## src/rtl/display_timing_pkg.sv

```systemverilog
// Shared 640x480 @ 60 Hz raster constants and 12-bit colour values for the display pipeline.
// Controllers import this instead of hard-coding window edges.
package display_timing_pkg;

  localparam int unsigned HTotal     = 800;
  localparam int unsigned HSync      = 96;
  localparam int unsigned HActStart  = 144;
  localparam int unsigned HActEnd    = 783;
  localparam int unsigned VTotal     = 525;
  localparam int unsigned VSync      = 2;
  localparam int unsigned VActStart  = 35;
  localparam int unsigned VActEnd    = 514;
  localparam int unsigned PixClkDiv  = 4;

  typedef logic [9:0]  coord_t;
  typedef logic [11:0] rgb_t;

  localparam rgb_t Black = 12'h000;
  localparam rgb_t White = 12'hFFF;
  localparam rgb_t Red   = 12'hF00;
  localparam rgb_t Green = 12'h0F0;

  function automatic logic in_range(input coord_t x, input coord_t lo, input coord_t hi);
    return (x >= lo) && (x <= hi);
  endfunction

endpackage

```

## src/rtl/display_timing_gen_if.sv

```systemverilog
// Raster bus from the timing generator to the block/sprite controllers.
interface display_timing_gen_if;
  import display_timing_pkg::*;

  logic   pix_en;
  coord_t hCount;
  coord_t vCount;
  logic   hSync;
  logic   vSync;
  logic   bright;
  logic   frame_tick;

  modport master (output pix_en, hCount, vCount, hSync, vSync, bright, frame_tick);
  modport slave  (input  pix_en, hCount, vCount, hSync, vSync, bright, frame_tick);
endinterface

```

## src/rtl/pix_clk_en.sv

```systemverilog
// Pixel-rate enable: one-clk pulse every CLK_DIV system clocks, decoded from the divider register.
module pix_clk_en #(
  parameter int unsigned CLK_DIV = 4
) (
  input  logic clk,
  input  logic rst,
  output logic pix_en
);

  localparam int unsigned W = (CLK_DIV > 2) ? $clog2(CLK_DIV) : 1;
  localparam logic [W-1:0] DivMax = W'(CLK_DIV - 1);

  logic [W-1:0] div_cnt_q, div_cnt_d;

  always_comb begin
    div_cnt_d = div_cnt_q + W'(1);
    if (div_cnt_q == DivMax) div_cnt_d = '0;
  end

  always_ff @(posedge clk) begin
    if (rst) div_cnt_q <= '0;
    else     div_cnt_q <= div_cnt_d;
  end

  assign pix_en = (div_cnt_q == DivMax);

endmodule

```

## src/rtl/display_timing_gen.sv

```systemverilog
// VGA raster timing: pixel-rate h/v counters with sync, visible-window and frame-tick decodes
// registered from the next-state counters so they always line up with hCount/vCount.
module display_timing_gen
  import display_timing_pkg::*;
#(
  parameter int unsigned CLK_DIV     = PixClkDiv,
  parameter int unsigned H_TOTAL     = HTotal,
  parameter int unsigned H_SYNC      = HSync,
  parameter int unsigned H_ACT_START = HActStart,
  parameter int unsigned H_ACT_END   = HActEnd,
  parameter int unsigned V_TOTAL     = VTotal,
  parameter int unsigned V_SYNC      = VSync,
  parameter int unsigned V_ACT_START = VActStart,
  parameter int unsigned V_ACT_END   = VActEnd
) (
  input  logic                clk,
  input  logic                rst,
  display_timing_gen_if.master ras
);

  localparam coord_t HLast     = 10'(H_TOTAL - 1);
  localparam coord_t VLast     = 10'(V_TOTAL - 1);
  localparam coord_t HSyncW    = 10'(H_SYNC);
  localparam coord_t VSyncW    = 10'(V_SYNC);
  localparam coord_t HActLo    = 10'(H_ACT_START);
  localparam coord_t HActHi    = 10'(H_ACT_END);
  localparam coord_t VActLo    = 10'(V_ACT_START);
  localparam coord_t VActHi    = 10'(V_ACT_END);
  localparam coord_t VTickLine = 10'(V_ACT_END + 1);

  logic   pix_en;
  coord_t h_q, h_d;
  coord_t v_q, v_d;
  logic   hsync_q, vsync_q, bright_q, frame_tick_q;

  pix_clk_en #(
    .CLK_DIV (CLK_DIV)
  ) u_pix_clk_en (
    .clk    (clk),
    .rst    (rst),
    .pix_en (pix_en)
  );

  always_comb begin
    h_d = h_q;
    v_d = v_q;
    if (pix_en) begin
      if (h_q == HLast) begin
        h_d = '0;
        v_d = (v_q == VLast) ? '0 : v_q + 10'd1;
      end else begin
        h_d = h_q + 10'd1;
      end
    end
  end

  always_ff @(posedge clk) begin
    if (rst) begin
      h_q          <= '0;
      v_q          <= '0;
      hsync_q      <= 1'b0;
      vsync_q      <= 1'b0;
      bright_q     <= 1'b0;
      frame_tick_q <= 1'b0;
    end else begin
      h_q          <= h_d;
      v_q          <= v_d;
      hsync_q      <= (h_d >= HSyncW);
      vsync_q      <= (v_d >= VSyncW);
      bright_q     <= in_range(h_d, HActLo, HActHi) && in_range(v_d, VActLo, VActHi);
      // Only the stepping edge into (0, first blank line) fires, not the following idle clks.
      frame_tick_q <= pix_en && (h_d == '0) && (v_d == VTickLine);
    end
  end

  assign ras.pix_en     = pix_en;
  assign ras.hCount     = h_q;
  assign ras.vCount     = v_q;
  assign ras.hSync      = hsync_q;
  assign ras.vSync      = vsync_q;
  assign ras.bright     = bright_q;
  assign ras.frame_tick = frame_tick_q;

endmodule

```

## src/flat_wrapper.sv

```systemverilog
// flat-port wrapper written by rule: the top's interface ports become plain ports
module display_timing_gen_flat import display_timing_pkg::*;
#(
  parameter int unsigned CLK_DIV     = PixClkDiv,
  parameter int unsigned H_TOTAL     = HTotal,
  parameter int unsigned H_SYNC      = HSync,
  parameter int unsigned H_ACT_START = HActStart,
  parameter int unsigned H_ACT_END   = HActEnd,
  parameter int unsigned V_TOTAL     = VTotal,
  parameter int unsigned V_SYNC      = VSync,
  parameter int unsigned V_ACT_START = VActStart,
  parameter int unsigned V_ACT_END   = VActEnd
)
  (clk, rst, ras_pix_en, ras_hCount, ras_vCount, ras_hSync, ras_vSync, ras_bright, ras_frame_tick);
  display_timing_gen_if ras_i ();
  input  logic clk;
  input  logic rst;
  output wire logic [$bits(ras_i.pix_en)-1:0] ras_pix_en;
  output wire logic [$bits(ras_i.hCount)-1:0] ras_hCount;
  output wire logic [$bits(ras_i.vCount)-1:0] ras_vCount;
  output wire logic [$bits(ras_i.hSync)-1:0] ras_hSync;
  output wire logic [$bits(ras_i.vSync)-1:0] ras_vSync;
  output wire logic [$bits(ras_i.bright)-1:0] ras_bright;
  output wire logic [$bits(ras_i.frame_tick)-1:0] ras_frame_tick;
  assign ras_pix_en = ras_i.pix_en;
  assign ras_hCount = ras_i.hCount;
  assign ras_vCount = ras_i.vCount;
  assign ras_hSync = ras_i.hSync;
  assign ras_vSync = ras_i.vSync;
  assign ras_bright = ras_i.bright;
  assign ras_frame_tick = ras_i.frame_tick;
  display_timing_gen #(.CLK_DIV(CLK_DIV), .H_TOTAL(H_TOTAL), .H_SYNC(H_SYNC), .H_ACT_START(H_ACT_START), .H_ACT_END(H_ACT_END), .V_TOTAL(V_TOTAL), .V_SYNC(V_SYNC), .V_ACT_START(V_ACT_START), .V_ACT_END(V_ACT_END)) u_core (.clk(clk), .rst(rst), .ras(ras_i));
endmodule
```

## config.mk

```make
export PLATFORM = sky130hd
export DESIGN_NAME = display_timing_gen_flat
export DESIGN_NICKNAME = d
export VERILOG_FILES = /design/src/rtl/display_timing_pkg.sv /design/src/rtl/display_timing_gen_if.sv /design/src/rtl/pix_clk_en.sv /design/src/rtl/display_timing_gen.sv /design/src/flat_wrapper.sv
export SDC_FILE = /design/constraint.sdc
export NUM_CORES = 1
export LEC_CHECK = 0
export ABC_AREA = 0
export ABC_CLOCK_PERIOD_IN_PS = 3100
export BUFFER_PORTS_ARGS = -buffer_cell sky130_fd_sc_hd__buf_2
export CAP_MARGIN = 20
export CORE_MARGIN = 4
export CORE_UTILIZATION = 51
export DETAILED_ROUTE_END_ITERATION = 8
export PLACE_DENSITY = 0.74
export RECOVER_POWER = 50
export SYNTH_ARGS = -nofsm -noshare
export SYNTH_HDL_FRONTEND = slang
export SYNTH_HIERARCHICAL = 1
export SYNTH_SLANG_ARGS = --single-unit
```

## constraint.sdc

```tcl
create_clock -name clk -period 3.1 [get_ports clk]
set_input_delay 0.62 -clock clk [delete_from_list [all_inputs] [get_ports clk]]
set_output_delay 0.62 -clock clk [all_outputs]
set_load 0.02 [all_outputs]
```

==> results of run 1 <==
==> power breakdown <==
| group | total, mW | internal (mW) | switching (mW) | leakage [nW] |
|---|---|---|---|---|
| logic | 0.0423 | 0.0164 | 0.0258 | 0.310 |
| registers | 0.347 | 0.341 | 0.00560 | 0.210 |
| clock network | 0.136 | 0.0454 | 0.0910 | 0.0138 |
| total | 0.525 | 0.403 | 0.122 | 0.534 |
==> cell type report <==
type                    count  share of cell area (%)
flip-flops and latches     26                    32.6
multi-input cells         134                    54.5
repair buffers             29                    7.75
well taps                  31                    2.43
inverters                   6                    1.41
clock buffers               3                    1.41
==> flip-flops by register name (all words and copies together) (netlist names) <==
name and flops:
u_core/ras.bright 1, u_core/ras.frame_tick 1, u_core/ras.hCount 10, u_core/ras.hSync 1, u_core/ras.vCount 10, u_core/ras.vSync 1, u_core/u_pix_clk_en/div_cnt_q 2
==> per-stage QoR <==
| step | std cells | total power [mW] | setup WS (ns) | hold slack (ns) |
|---|---|---|---|---|
| after global placement | 226 | 0.396 | 0.510 | 0.416 |
| after floorplan | 175 | 0.386 | 0.390 | 0.406 |
| after CTS | 229 | 0.537 | 0.319 | 0.443 |
| after global routing | 229 | 0.556 | 0.0183 | 0.459 |
| after detailed placement | 226 | 0.399 | 0.356 | 0.425 |
| final | 229 | 0.525 | 0.273 | 0.437 |
==> cells by family (layout without fill, tap and decap cells) <==
family	Yosys count	count (layout)
flip-flops	26	26
AND/OR/NAND/NOR	85	85
adder cells (fa/ha/maj)	4	4
buffers and inverters	15	38
AO/OA/AOI/OAI	33	33
XOR/XNOR	12	12
==> layer usage <==
metal | wire length (um) | part of all wire (%) | up-vias
met4 | 20 | 0.53 | 0
li1 | - | - | 682
met3 | 218 | 5.8 | 2
met2 | 1970 | 53 | 57
met5 | 0 | 0 | -
met1 | 1530 | 41 | 691
==> cell usage in the layout (no fill, tap or decap), types with 2 or more instances in the layout <==
cell and count:
sky130_fd_sc_hd__dfxtp_1 26, sky130_fd_sc_hd__nor2_1 24, sky130_fd_sc_hd__clkbuf_1 21, sky130_fd_sc_hd__a21oi_1 10, sky130_fd_sc_hd__nand2_1 9, sky130_fd_sc_hd__nand3_1 9
sky130_fd_sc_hd__xnor2_1 9, sky130_fd_sc_hd__o21ai_0 9, sky130_fd_sc_hd__nand4_1 8, sky130_fd_sc_hd__buf_2 6, sky130_fd_sc_hd__inv_1 6, sky130_fd_sc_hd__nor3_1 6
sky130_fd_sc_hd__and3_1 4, sky130_fd_sc_hd__ha_1 4, sky130_fd_sc_hd__clkbuf_4 3, sky130_fd_sc_hd__xor2_1 3, sky130_fd_sc_hd__nand2b_1 3, sky130_fd_sc_hd__and4_1 3
sky130_fd_sc_hd__nor4_1 3, sky130_fd_sc_hd__buf_4 2, sky130_fd_sc_hd__and2_1 2, sky130_fd_sc_hd__nor2b_1 2, sky130_fd_sc_hd__a22oi_1 2, sky130_fd_sc_hd__nor4b_1 2
==> critical path: cells and delay by family (launching register included) <==
| family | cells | cell delay [ns] |
|---|---|---|
| flops | 1 | 0.43 |
| xor+xnor | 1 | 0.21 |
| fa+ha+maj | 1 | 0.28 |
| compound gates | 1 | 0.25 |
| buf+inv | 1 | 0.19 |
| simple gates | 5 | 1.38 |
==> how the worst max path moves through the flow <==
| stage | end | slack [ns] | depth (start not counted) |
|---|---|---|---|
| final | u_core/ras.bright | 0.27 | 9 |
| after global routing | u_core/ras.bright | 0.02 | 9 |
| after CTS | u_core/ras.bright | 0.32 | 9 |
| after detailed placement | u_core/ras.bright | 0.36 | 9 |
| after global placement | u_core/ras.bright | 0.51 | 9 |
| after floorplan | u_core/ras.bright | 0.39 | 10 |
==> impl_metrics.prom, run 1 <==
# TYPE chip_impl_metric gauge
chip_impl_info{name="run_status",value="finished clean"} 1
chip_impl_metric{name="synth.yosys.warnings",unit=""} 6
chip_impl_metric{name="synth_net_count",unit=""} 181
chip_impl_metric{name="post_dp_cell_area",unit="um^2"} 1610
chip_impl_metric{name="timing_hold_violations_final",unit=""} 0
chip_impl_metric{name="gr-usage-met2",unit="%"} 38.3
chip_impl_metric{name="required_time_at_the_worst_slack_endpoint",unit="ns"} 3.33
chip_impl_metric{name="synth_fa_ha_area_share",unit="%"} 3.43
chip_impl_info{name="worstSetupPathType",value="flop to flop"} 1
chip_impl_metric{name="max-slew-margin-rel",unit="%"} 65.8
chip_impl_metric{name="synth_edf_count",unit=""} 0
chip_impl_info{name="cp-startpoint",value="u_core/ras.hCount[0]"} 1
chip_impl_metric{name="grt_max_degree",unit=""} 27
chip_impl_info{name="hp-class",value="flop to flop"} 1
chip_impl_metric{name="period_share",unit="%"} 91.2
chip_impl_metric{name="grt-ovfl-total",unit=""} 0
chip_impl_info{name="critical_path.cell_chain",value="ha_1, nor4b_4, and3_1, buf_4, nand4_1, xor2_1, nand3_1, or4b_1, a221oi_2"} 1
chip_impl_metric{name="fmax",unit="MHz"} 354
chip_impl_metric{name="count_of_fill_cells_added_during_filler_insertion",unit=""} 279
chip_impl_metric{name="post_synthesis_simple_gate_area_fraction",unit="%"} 33.6
chip_impl_metric{name="share_of_flip_flops_with_an_asynchronous_set_or_reset_after_synthesis",unit="%"} 0
chip_impl_metric{name="postLayoutCellArea",unit="um^2"} 1600
chip_impl_metric{name="die_area",unit="um^2"} 3780
chip_impl_metric{name="sequential_cell_area",unit="um^2"} 520
chip_impl_info{name="netlist_top_cells_area",value="sky130_fd_sc_hd__dfxtp_1, sky130_fd_sc_hd__nor2_1, sky130_fd_sc_hd__xnor2_1, sky130_fd_sc_hd__a21oi_1, sky130_fd_sc_hd__ha_1"} 1
chip_impl_metric{name="yosys.area.top_type_share",unit="%"} 35.6
chip_impl_metric{name="vias_per_cell",unit=""} 6.25
chip_impl_metric{name="htreeDepth",unit=""} 1
chip_impl_metric{name="final_max_slew_viol_count",unit=""} 0
chip_impl_metric{name="std_cell_rows",unit=""} 19
chip_impl_info{name="rsz0062_at_grt",value="false"} 1
chip_impl_metric{name="detailedRoute.firstPassIterationCount",unit=""} 4
chip_impl_info{name="most_numerous_cell_types_in_the_synthesized_netlist",value="sky130_fd_sc_hd__dfxtp_1, sky130_fd_sc_hd__nor2_1, sky130_fd_sc_hd__a21oi_1"} 1
chip_impl_metric{name="num_vias",unit=""} 1432
chip_impl_metric{name="detail-route-antenna-nets",unit=""} 0
chip_impl_metric{name="clock_buffer_depth",unit=""} 2
chip_impl_metric{name="peakVddDrop",unit="mV"} 0.268
chip_impl_info{name="yosysTopAreaCell",value="sky130_fd_sc_hd__dfxtp_1"} 1
chip_impl_metric{name="io_pins",unit=""} 27
chip_impl_metric{name="reg2reg_setup_slack",unit="ns"} 0.27
chip_impl_metric{name="grt_antenna_before_repair",unit=""} 0
chip_impl_metric{name="global_route.usage.met3",unit="%"} 3.77
chip_impl_metric{name="cpPeakStageDelay",unit="ns"} 0.52
chip_impl_metric{name="synth_compound_gate_area_share",unit="%"} 15.8
chip_impl_metric{name="clock_sink_count",unit=""} 26
chip_impl_metric{name="met1_demand_to_capacity_share_in_global_routing",unit="%"} 26.5
chip_impl_metric{name="static-leakage-power",unit="nW"} 0.534
chip_impl_metric{name="floorplan.initialDensity",unit="%"} 52.9
chip_impl_metric{name="clk_pin_slew",unit="ns"} 0.13
chip_impl_metric{name="yosys.cell_types.count",unit=""} 44
chip_impl_metric{name="synthMuxAreaShare",unit="%"} 0
chip_impl_metric{name="drive_above_1_share",unit="%"} 9.60
chip_impl_info{name="slowest_stage",value="sky130_fd_sc_hd__or4b_1"} 1
chip_impl_metric{name="synth_cells",unit=""} 175
chip_impl_metric{name="first_global_vias",unit=""} 1386
chip_impl_metric{name="clkLatencyLatePin",unit="ns"} 0.31
chip_impl_info{name="hold_path.startpoint",value="u_core/u_pix_clk_en/div_cnt_q[0]"} 1
chip_impl_metric{name="yosys_register_bits",unit=""} 26
chip_impl_metric{name="period_minus_slack",unit="ns"} 2.83
chip_impl_metric{name="tritoncts.num_buffers",unit=""} 3
chip_impl_info{name="min_to",value="u_core/u_pix_clk_en/div_cnt_q[0]"} 1
chip_impl_metric{name="hpwlAfterDp",unit="um"} 2840
chip_impl_metric{name="wl_per_cell",unit="um"} 16.3
chip_impl_info{name="cts_root_buf",value="sky130_fd_sc_hd__clkbuf_4"} 1
chip_impl_metric{name="synthToLayoutAreaGrowth",unit="%"} 9.51
chip_impl_metric{name="power_density",unit="nW/um^2"} 328
chip_impl_metric{name="grt_first_pass_wirelength",unit="um"} 6270
chip_impl_metric{name="gp_routability_congestion",unit=""} 0.916
chip_impl_metric{name="die_h",unit="um"} 61.5
chip_impl_metric{name="maxCapViolCount",unit=""} 0
chip_impl_metric{name="totalNegativeSetupSlack",unit="ns"} 0
chip_impl_info{name="cts_tree",value="done"} 1
chip_impl_metric{name="cts.repair_timing.setup_buffer_count",unit=""} 0
chip_impl_info{name="worst_r2r_startpoint",value="u_core/ras.hCount[0]"} 1
chip_impl_metric{name="cts_resized",unit=""} 0
chip_impl_metric{name="worst_slew_pin_slew",unit="ns"} 0.509
chip_impl_metric{name="diodes",unit=""} 0
chip_impl_metric{name="core-area",unit="um^2"} 2760
chip_impl_metric{name="synth_area_per_cell",unit="um^2"} 8.34
chip_impl_metric{name="post_synth_xor_area_fraction",unit="%"} 7.20
chip_impl_metric{name="route.detailed.drc",unit=""} 0
chip_impl_metric{name="fin_util",unit="%"} 58.0
chip_impl_info{name="setup.worst_path.end_class",value="flop"} 1
chip_impl_metric{name="multiInputGateArea",unit="um^2"} 871
chip_impl_metric{name="worstPathArrival",unit="ns"} 3.06
chip_impl_info{name="largest_family_of_logic_cells_by_synthesized_area",value="simple AND/OR/NAND/NOR gates"} 1
chip_impl_info{name="synth.most_common_cell",value="sky130_fd_sc_hd__dfxtp_1"} 1
chip_impl_metric{name="first_iter_violations",unit=""} 100
chip_impl_metric{name="worst_hold_path.num_cells",unit=""} 1
chip_impl_metric{name="grt_util_all_layers",unit="%"} 22.1
chip_impl_metric{name="num-nets-final",unit=""} 206
chip_impl_info{name="capture_instance_of_the_worst_register_to_register_path",value="u_core/ras.bright"} 1
chip_impl_metric{name="syn-cell-area",unit="um^2"} 1460
chip_impl_metric{name="numPortBuffers",unit=""} 26
chip_impl_metric{name="synth-seq-area-share",unit="%"} 35.6
chip_impl_metric{name="worst-path-max-fanout",unit=""} 7
chip_impl_metric{name="setup_viol_count_final",unit=""} 0
chip_impl_metric{name="skew",unit="ns"} 0.00481
chip_impl_info{name="top_usage_layer",value="met2"} 1
chip_impl_info{name="synth_top_flop_cell",value="sky130_fd_sc_hd__dfxtp_1"} 1
chip_impl_metric{name="drt_wl_total",unit="um"} 3740
chip_impl_metric{name="cts_hold_buffers",unit=""} 0
chip_impl_metric{name="reg2reg_depth",unit=""} 9
chip_impl_metric{name="die_width",unit="um"} 61.5
chip_impl_info{name="timing.critical_path.from_type",value="flop"} 1
No activity file was read; power rests on OpenSTA's default activity.
==> run 2, diff against run 1 <==
Settings changed: CTS_BUF_LIST set to sky130_fd_sc_hd__clkbuf_16.
==> run 2 against run 1 <==
Compared with the run above:
- first-iteration DRC count fell by 3.0%
- core utilization rose by 2.0 points
- via count rose by 0.14%
- maximum frequency rose by 0.48%
- flip-flop and latch count did not move
- cell area rose by 3.4%
- worst setup slack improved by 0.014 ns
- die area did not move
- clock power rose by 100%
- clock skew fell by 0.0032 ns
- total power rose by 27%
- combinational power rose by 2%
- highest routed layer unchanged
==> impl_metrics.prom, run 2 (synthesis gave the netlist of run 1 again) <==
# TYPE chip_impl_metric gauge
chip_impl_info{name="end_point_of_the_critical_path",value="u_core/ras.bright"} 1
chip_impl_metric{name="static-leakage-power",unit="nW"} 0.559
chip_impl_metric{name="htreeDepth",unit=""} 1
chip_impl_metric{name="first_iter_violations",unit=""} 97
chip_impl_metric{name="std_cell_rows",unit=""} 19
chip_impl_metric{name="cts.repair_timing.setup_buffer_count",unit=""} 0
chip_impl_metric{name="core-area",unit="um^2"} 2760
chip_impl_info{name="worstSetupPathType",value="flop to flop"} 1
chip_impl_metric{name="cpPeakStageDelay",unit="ns"} 0.52
chip_impl_metric{name="place.detailed.instances",unit=""} 226
chip_impl_info{name="cts_root_buf",value="sky130_fd_sc_hd__clkbuf_16"} 1
chip_impl_metric{name="peakVddDrop",unit="mV"} 0.346
chip_impl_metric{name="period_minus_slack",unit="ns"} 2.81
chip_impl_info{name="worst_r2r_startpoint",value="u_core/ras.hCount[0]"} 1
chip_impl_info{name="cts_tree",value="done"} 1
chip_impl_info{name="slowest_stage",value="sky130_fd_sc_hd__or4b_1"} 1
chip_impl_info{name="timing.critical_path.from_type",value="flop"} 1
chip_impl_metric{name="period_share",unit="%"} 90.8
chip_impl_metric{name="timing_hold_violations_final",unit=""} 0
chip_impl_info{name="layout_common_cells",value="sky130_fd_sc_hd__dfxtp_1, sky130_fd_sc_hd__nor2_1, sky130_fd_sc_hd__clkbuf_1"} 1
chip_impl_info{name="critical_path.cell_chain",value="ha_1, nor4b_4, and3_1, buf_4, nand4_1, xor2_1, nand3_1, or4b_1, a221oi_2"} 1
chip_impl_metric{name="setup_viol_count_final",unit=""} 0
chip_impl_metric{name="required_time_at_the_worst_slack_endpoint",unit="ns"} 3.26
chip_impl_metric{name="worstPathArrival",unit="ns"} 2.98
chip_impl_metric{name="max-slew-margin-rel",unit="%"} 24.3
chip_impl_metric{name="num_vias",unit=""} 1434
chip_impl_info{name="run_status",value="finished clean"} 1
chip_impl_metric{name="grt_antenna_before_repair",unit=""} 0
chip_impl_metric{name="grt-ovfl-total",unit=""} 0
chip_impl_metric{name="grt_util_all_layers",unit="%"} 22.4
chip_impl_metric{name="die_h",unit="um"} 61.5
chip_impl_metric{name="floorplan.initialDensity",unit="%"} 52.9
chip_impl_metric{name="num-nets-final",unit=""} 206
chip_impl_info{name="rsz0062_at_grt",value="false"} 1
chip_impl_metric{name="skew",unit="ns"} 0.00160
chip_impl_metric{name="detail-route-antenna-nets",unit=""} 0
chip_impl_info{name="cp-startpoint",value="u_core/ras.hCount[0]"} 1
chip_impl_metric{name="drive_above_1_share",unit="%"} 9.60
chip_impl_metric{name="diodes",unit=""} 0
chip_impl_metric{name="grt_max_degree",unit=""} 27
chip_impl_metric{name="power_density",unit="nW/um^2"} 404
chip_impl_metric{name="count_of_fill_cells_added_during_filler_insertion",unit=""} 269
chip_impl_metric{name="clkLatencyLatePin",unit="ns"} 0.26
chip_impl_metric{name="tritoncts.num_buffers",unit=""} 3
chip_impl_metric{name="route.detailed.drc",unit=""} 0
chip_impl_metric{name="first_global_vias",unit=""} 1398
chip_impl_metric{name="hpwlAfterDp",unit="um"} 2840
chip_impl_metric{name="die_width",unit="um"} 61.5
chip_impl_metric{name="synthToLayoutAreaGrowth",unit="%"} 13.3
chip_impl_metric{name="die_area",unit="um^2"} 3780
chip_impl_metric{name="drt_wl_total",unit="um"} 3780
chip_impl_metric{name="detailedRoute.firstPassIterationCount",unit=""} 4
chip_impl_info{name="hp-class",value="flop to flop"} 1
chip_impl_metric{name="worst_slew_pin_slew",unit="ns"} 1.14
chip_impl_metric{name="cts_resized",unit=""} 0
chip_impl_metric{name="grt_first_pass_wirelength",unit="um"} 6340
chip_impl_metric{name="fmax",unit="MHz"} 355
chip_impl_metric{name="totalNegativeSetupSlack",unit="ns"} 0
chip_impl_metric{name="clock_buffer_depth",unit=""} 2
chip_impl_metric{name="p_total",unit="uW"} 668
chip_impl_metric{name="final_max_slew_viol_count",unit=""} 0
chip_impl_metric{name="final_instance_count_without_filler_cells",unit=""} 229
chip_impl_metric{name="worst-path-max-fanout",unit=""} 7
chip_impl_metric{name="reg2reg_setup_slack",unit="ns"} 0.29
chip_impl_metric{name="clk_pin_slew",unit="ns"} 0.06
chip_impl_metric{name="clock_sink_count",unit=""} 26
chip_impl_metric{name="reg2reg_depth",unit=""} 9
chip_impl_info{name="leading_cell_type_in_the_layout_fill_and_taps_excluded",value="sky130_fd_sc_hd__dfxtp_1"} 1
chip_impl_metric{name="vias_per_cell",unit=""} 6.26
chip_impl_info{name="capture_instance_of_the_worst_register_to_register_path",value="u_core/ras.bright"} 1
chip_impl_metric{name="io_pins",unit=""} 27
chip_impl_metric{name="wl_per_cell",unit="um"} 16.5
chip_impl_info{name="setup.worst_path.end_class",value="flop"} 1
chip_impl_metric{name="cts_hold_buffers",unit=""} 0
chip_impl_metric{name="maxCapViolCount",unit=""} 0
chip_impl_metric{name="numPortBuffers",unit=""} 26
chip_impl_metric{name="gp_routability_congestion",unit=""} 0.916
-- run 2: cell counts in the layout (fill, tap and decap cells not counted) --
Identical to the previous run, type by type.
-- run 2: where the power goes --
part           leakage, nW  switching (mW)  total (mW)  internal [mW]
Clock               0.0370           0.107       0.278          0.171
Sequential           0.210         0.00559       0.347          0.341
Combinational        0.312          0.0260      0.0430         0.0170
-- run 2: cell type report --
class	instances	area, um^2	share of cell area [%]
multi-input combinational	134	871	52.6
sequential	26	520	31.5
timing repair buffer	29	126	7.64
clock buffer	3	75.1	4.54
tap	31	38.8	2.34
inverter	6	22.5	1.36
-- run 2: through the flow --
stage	cell area, um^2	setup slack, ns	hold slack [ns]	utilization [%]
6_report	1650	0.287	0.428	60.0
5_1_grt	1650	0.0250	0.449	60.0
4_1_cts	1690	0.336	0.433	61.1
3_5_place_dp	1610	0.356	0.425	58.4
3_3_place_gp	1610	0.510	0.416	58.4
2_1_floorplan	1460	0.390	0.406	-
-- run 2: per-layer routing --
metal / vias to the layer above / GRT usage (%) / wire length [um]
li1: 680 / - / -
met3: 5 / 3.35 / 212
met1: 690 / 26.9 / 1520
met5: - / 0 / 0
met4: 0 / 8.18 / 42
met2: 59 / 39.9 / 2010
-- run 2: worst min-delay path by stage --
stage / start / end / slack (ns) / cells after the start
after CTS: u_core/u_pix_clk_en/div_cnt_q[0] / u_core/u_pix_clk_en/div_cnt_q[0] / 0.43 / 1
after global routing: u_core/u_pix_clk_en/div_cnt_q[0] / u_core/u_pix_clk_en/div_cnt_q[0] / 0.45 / 1
after detailed placement: u_core/u_pix_clk_en/div_cnt_q[0] / u_core/u_pix_clk_en/div_cnt_q[0] / 0.43 / 1
after global placement: u_core/u_pix_clk_en/div_cnt_q[0] / u_core/u_pix_clk_en/div_cnt_q[0] / 0.42 / 1
after floorplan: u_core/u_pix_clk_en/div_cnt_q[0] / u_core/u_pix_clk_en/div_cnt_q[0] / 0.41 / 1
final: u_core/u_pix_clk_en/div_cnt_q[0] / u_core/u_pix_clk_en/div_cnt_q[0] / 0.43 / 1
-- run 2: critical path, delay by kind of cell, from the launching register on --
family | cells | cell delay [ns]
DFF | 1 | 0.41
AOI/OAI and AO/OA | 1 | 0.25
and+or+nand+nor | 5 | 1.38
adders and majority gates | 1 | 0.27
buffers and inverters | 1 | 0.19
xor gates and xnor gates | 1 | 0.21
